`src/rtl/shift_serializer_arb.sv`:
```
// shift_serializer_arb: two-requester round-robin owner of a WIDTH-bit
// MSB-first serializer. Grants, loads, shifts WIDTH bits, then pulses done
// to the owner.
// Optional feature macro: SHIFT_PARITY_EN (appends an even-parity bit per word).
module shift_serializer_arb #(
   parameter int WIDTH = 8
) (
   input  logic             clk,
   input  logic             rst_n,
   input  logic             req0,
   input  logic [WIDTH-1:0] data0,
   output logic             gnt0,
   output logic             done0,
   input  logic             req1,
   input  logic [WIDTH-1:0] data1,
   output logic             gnt1,
   output logic             done1,
   output logic             sdo,
   output logic             sdo_valid,
   output logic             sdo_owner,
   output logic             busy
);

`ifdef SHIFT_PARITY_EN
   typedef enum logic [1:0] {IDLE, SHIFT, PAR, DONE} state_t;
`else
   typedef enum logic [1:0] {IDLE, SHIFT, DONE} state_t;
`endif

   localparam logic [4:0] CNT_LAST = 5'(WIDTH);

   state_t           state, state_d;
   logic [WIDTH-1:0] shreg, shreg_d;
   logic [4:0]       cnt, cnt_d;
   logic             last, last_d;
`ifdef SHIFT_PARITY_EN
   logic             par, par_d;
`endif
   logic             gnt0_d, gnt1_d, done0_d, done1_d;
   logic             sdo_d, sdo_valid_d, sdo_owner_d;
   logic             sel;
   logic [WIDTH-1:0] data_sel;

   // Round-robin pick: on contention favour the requester not served last.
   always_comb begin
      sel      = (req0 && req1) ? ~last : req1;
      data_sel = sel ? data1 : data0;
   end

   // Next-state and next-output logic; every output is registered below.
   always_comb begin
      state_d     = state;
      shreg_d     = shreg;
      cnt_d       = cnt;
      last_d      = last;
`ifdef SHIFT_PARITY_EN
      par_d       = par;
`endif
      gnt0_d      = 1'b0;
      gnt1_d      = 1'b0;
      done0_d     = 1'b0;
      done1_d     = 1'b0;
      sdo_d       = 1'b0;
      sdo_valid_d = 1'b0;
      sdo_owner_d = sdo_owner;
      case (state)
         IDLE: begin
            if (req0 || req1) begin
               state_d     = SHIFT;
               shreg_d     = data_sel << 1;
               sdo_d       = data_sel[WIDTH-1];
               sdo_valid_d = 1'b1;
               gnt0_d      = ~sel;
               gnt1_d      = sel;
               sdo_owner_d = sel;
               last_d      = sel;
               cnt_d       = 5'd1;
`ifdef SHIFT_PARITY_EN
               par_d       = ^data_sel;
`endif
            end
         end
         SHIFT: begin
            if (cnt < CNT_LAST) begin
               sdo_d       = shreg[WIDTH-1];
               sdo_valid_d = 1'b1;
               shreg_d     = shreg << 1;
               cnt_d       = cnt + 5'd1;
            end else begin
`ifdef SHIFT_PARITY_EN
               state_d     = PAR;
               sdo_d       = par;
               sdo_valid_d = 1'b1;
`else
               state_d     = DONE;
               done0_d     = ~sdo_owner;
               done1_d     = sdo_owner;
`endif
            end
         end
`ifdef SHIFT_PARITY_EN
         PAR: begin
            state_d = DONE;
            done0_d = ~sdo_owner;
            done1_d = sdo_owner;
         end
`endif
         DONE: begin
            state_d = IDLE;
         end
         default: begin
            state_d = IDLE;
         end
      endcase
   end

   // State, datapath and output registers with asynchronous active-low reset.
   always_ff @(posedge clk or negedge rst_n) begin
      if (!rst_n) begin
         state     <= IDLE;
         shreg     <= '0;
         cnt       <= '0;
         last      <= 1'b1;
`ifdef SHIFT_PARITY_EN
         par       <= 1'b0;
`endif
         gnt0      <= 1'b0;
         gnt1      <= 1'b0;
         done0     <= 1'b0;
         done1     <= 1'b0;
         sdo       <= 1'b0;
         sdo_valid <= 1'b0;
         sdo_owner <= 1'b0;
         busy      <= 1'b0;
      end else begin
         state     <= state_d;
         shreg     <= shreg_d;
         cnt       <= cnt_d;
         last      <= last_d;
`ifdef SHIFT_PARITY_EN
         par       <= par_d;
`endif
         gnt0      <= gnt0_d;
         gnt1      <= gnt1_d;
         done0     <= done0_d;
         done1     <= done1_d;
         sdo       <= sdo_d;
         sdo_valid <= sdo_valid_d;
         sdo_owner <= sdo_owner_d;
         busy      <= (state_d != IDLE);
      end
   end

endmodule

```
`config.mk`:
```
export PLATFORM = sky130hd
export DESIGN_NAME = shift_serializer_arb
export DESIGN_NICKNAME = d
export VERILOG_FILES = /design/src/rtl/shift_serializer_arb.sv
export SDC_FILE = /design/constraint.sdc
export NUM_CORES = 1
export LEC_CHECK = 0
export BUFFER_PORTS_ARGS = -buffer_cell sky130_fd_sc_hd__buf_4
export CORE_UTILIZATION = 50
export DETAILED_ROUTE_END_ITERATION = 10
export GPL_TIMING_DRIVEN = 1
export PLACE_DENSITY = 0.75
export SLEW_MARGIN = 10
export SYNTH_ARGS = -nofsm -noshare
export SYNTH_HDL_FRONTEND = slang
export SYNTH_SLANG_ARGS = --single-unit
```
`constraint.sdc`:
```
create_clock -name clk -period 3 [get_ports clk]
set_input_delay 0.15 -clock clk [delete_from_list [all_inputs] [get_ports clk]]
set_output_delay 0.15 -clock clk [all_outputs]
set_load 0.02 [all_outputs]
```
==> impl_metrics.yaml <==
power_and_ir_drop:
  p_sw_share_pct: 39.7
  leakage_uw: 0.000659
  power_density_nw_per_um2: 973
  seq_power_share_pct: 40.4
  vdd_drop_max_mv: 0.556
  p_int_uw: 799
  power_switching_uw: 526
  clockPowerShare_pct: 10.5
  combPwrFrac_pct: 49.1
clock_tree:
  clockBufferDepth: 2
  cts_resized: 0
  clkSlewWorstSetupHoldPaths_ps: 120
  insertion_delay_ps: 300
  h-tree-depth: 1
  cts_tree: "built"
  clockRootBuffer: "clkbuf_4"
  cts_sinks: 23
  cts_made_buffers: 3
sta:
  period_share_pct: 52.4
  clock_skew_ps: 1.00
  finalHoldViolCount: 0
  maxSlewHeadroom_pct: 58.6
  period_minus_slack_ps: 1570
  setup_viol: 0
  rsz0062_at_grt: "false"
  fin_tns_setup_ps: 0
  drv_slew: 0
  final.setup.worst_slack_ps: 1430
  tightest_slew_ps: 615
  fmax_ghz: 0.636
yosys:
  synth_xor_area_share_pct: 0
  syn-num-nets: 127
  syn_avg_cell_area_sq_um: 10.5
  synth_top_area_share_pct: 49.4
  synth-adder-area-share_pct: 1.12
  netlist_instances: 106
  synth-simple-area-share_pct: 25.0
  synthFlopType: "dfrtp_1"
  synth_edf_count: 0
  synth_mux_area_share_pct: 0.898
  syn_area_sq_um: 1110
  ys_ff_latch: 23
  synthArstFlopShare_pct: 100
  yosysSeqAreaShare_pct: 51.7
  yosysWarningCount: 0
  ys_types: 37
  synth_compound_area_share_pct: 15.0
  synth_top_family_by_area: "simple AND/OR/NAND/NOR gates"
  synth_area_leaders: "dfrtp_1 (49%), nor3_1 (5.4%), o32ai_1 (4.7%)"
  synth_top_area_cell: "dfrtp_1"
route:
  ant_nets: 0
  via_per_inst: 5.64
  post_drt_wl_per_cell_um: 14.7
  drt_iter0_drc: 9
  vias: 903
  drt_pass1_iterations: 4
  drcViolationCount: 0
  routed_wl_mm: 2.35
critical_path:
  reg2reg_slack_ps: 1430
  cp.arrival_ps: 1770
  cp_slowest_cell: "or3_1"
  worst_setup_path_end_kind: "register"
  crit_buf_inv: 1
  timing.rr.end: "shreg[5]"
  max_stage_delay_ps: 530
  crit_fanout: 14
  path_cells: "or3_1 > nand3_2 > inv_2 > o32ai_1"
  crit_path_start_kind: "register"
  cp_num_cells: 4
  worst-setup-path-type: "register to register"
  r2r_cells: 4
  crit_family: "simple AND/OR/NAND/NOR gates"
  timing.rr.start: "state[0]"
  cp.required_ps: 3200
grt:
  grt_pass1_vias: 876
  antenna_found_initial: 0
  grt_pass1_wl_mm: 3.99
  grt.overflow.total: 0
  grt_max_degree: 24
  grt.total_usage_pct: 21.8
cells_and_area:
  fillerInstances: 175
  antenna_cells: 0
  drive_gt1_share_pct: 33.8
  final_cell_mix: "buf_4 (27), dfrtp_1 (22), nor3_1 (12)"
  layout.nets: 155
  layout_commonest_cell: "buf_4"
  area_growth_pct: 22.1
floorplanning:
  pin_count: 28
  dieArea_sq_um: 2420
  core_sq_um: 2020
  fp.dieH_um: 49.2
  die_w_um: 49.2
  fp-row-count: 16
  initial_core_util_pct: 55.1
run_status:
  outcome: "completed"
place:
  port_buffers: 27
  hpwlAfterDp_mm: 1.73
  place_congestion: 0.816
  post-place-ws_ps: 1480
job:
  drv_cap: 0
min_path:
  holdPathStages: 2
  hp-start: "data1[7]"
  hold_class: "input port to register"
  whs_endpoint: "sdo"
==> final cells by class <==
class	instances	area, sq um	area share (%)
multi-input cells	67	469	34.5
repair buffers	28	213	15.6
flip-flops and latches	23	577	42.4
clock inverters	1	5.00	0.368
clock buffers	3	22.5	1.65
well taps	27	33.8	2.48
inverters	11	41.3	3.03
==> worst max-delay path by stage <==
stage	end	slack [ps]	start
floorplan	cnt[2]	1670	cnt[4]
global placement	shreg[5]	1560	state[0]
detailed placement	shreg[5]	1480	state[0]
CTS	shreg[5]	1430	state[0]
global route	shreg[5]	1340	state[0]
finish	shreg[5]	1430	state[0]
==> synth_stat cells, types with 2 or more instances <==
cell type / n
or3b_2: 6
o21ai_0: 2
o32ai_1: 6
nor3_1: 12
nand2b_1: 2
a21o_1: 2
buf_2: 4
nor2_1: 6
nand4_1: 7
dfrtp_1: 22
and2_1: 2
inv_1: 10
==> what timing repair did <==
action,CTS,global route
endpoints found under the hold margin,23,0
setup endpoints to repair,0,0
hold buffers,1,0
buffers inserted,0,0
==> registers in the layout, summed over array words and instances (netlist names) <==
register,count
busy,1
cnt,5
done0,1
done1,1
gnt0,1
gnt1,1
last,1
sdo,1
sdo_owner,1
sdo_valid,1
shreg,7
state,2
==> worst register-to-register path: cells and delay by family, from the launching register on <==
kind                   cells  cell delay [ps]
and+or+nand+nor            2              690
DFF                        1              520
AOI/OAI and AO/OA          1              160
buffers and inverters      1               90
==> routing by layer <==
metal	track usage, %	vias up	part of all wire [%]
met3	3.12	4	4.8
met5	0	-	0
met1	28.4	428	44
met4	9.80	0	1.5
met2	35.6	26	50
li1	-	445	-
==> power groups by stage <==
stage / combinational, uW / clock, uW / sequential, uW
after global placement: 626 / 0 / 535
after floorplan: 470 / 0 / 542
after CTS: 655 / 144 / 533
final: 650 / 140 / 535
after global routing: 732 / 157 / 550
after detailed placement: 652 / 0 / 539
==> logic make-up (layout without fill, tap and decap cells) <==
kind of cell | count (synthesis) | in the layout
flip-flops | 23 | 23
adder cells (fa/ha/maj) | 1 | 1
AND/OR/NAND/NOR | 44 | 44
multiplexers | 1 | 1
AO/OA/AOI/OAI | 21 | 21
buffers and inverters | 16 | 43
==> stage by stage <==
| step | area, sq um | std cells | util (%) | hold slack [ps] | power, uW |
|---|---|---|---|---|---|
| after floorplan | 1110 | 106 | - | -146 | 1010 |
| after global routing | 1360 | 160 | 67.3 | 57.6 | 1440 |
| after detailed placement | 1320 | 155 | 65.5 | 55.1 | 1190 |
| after global placement | 1320 | 155 | 65.5 | 51.8 | 1160 |
| after CTS | 1360 | 160 | 67.3 | 69.7 | 1330 |
| final | 1360 | 160 | 67.3 | 74.5 | 1320 |
(Power assumes the default switching activity.)
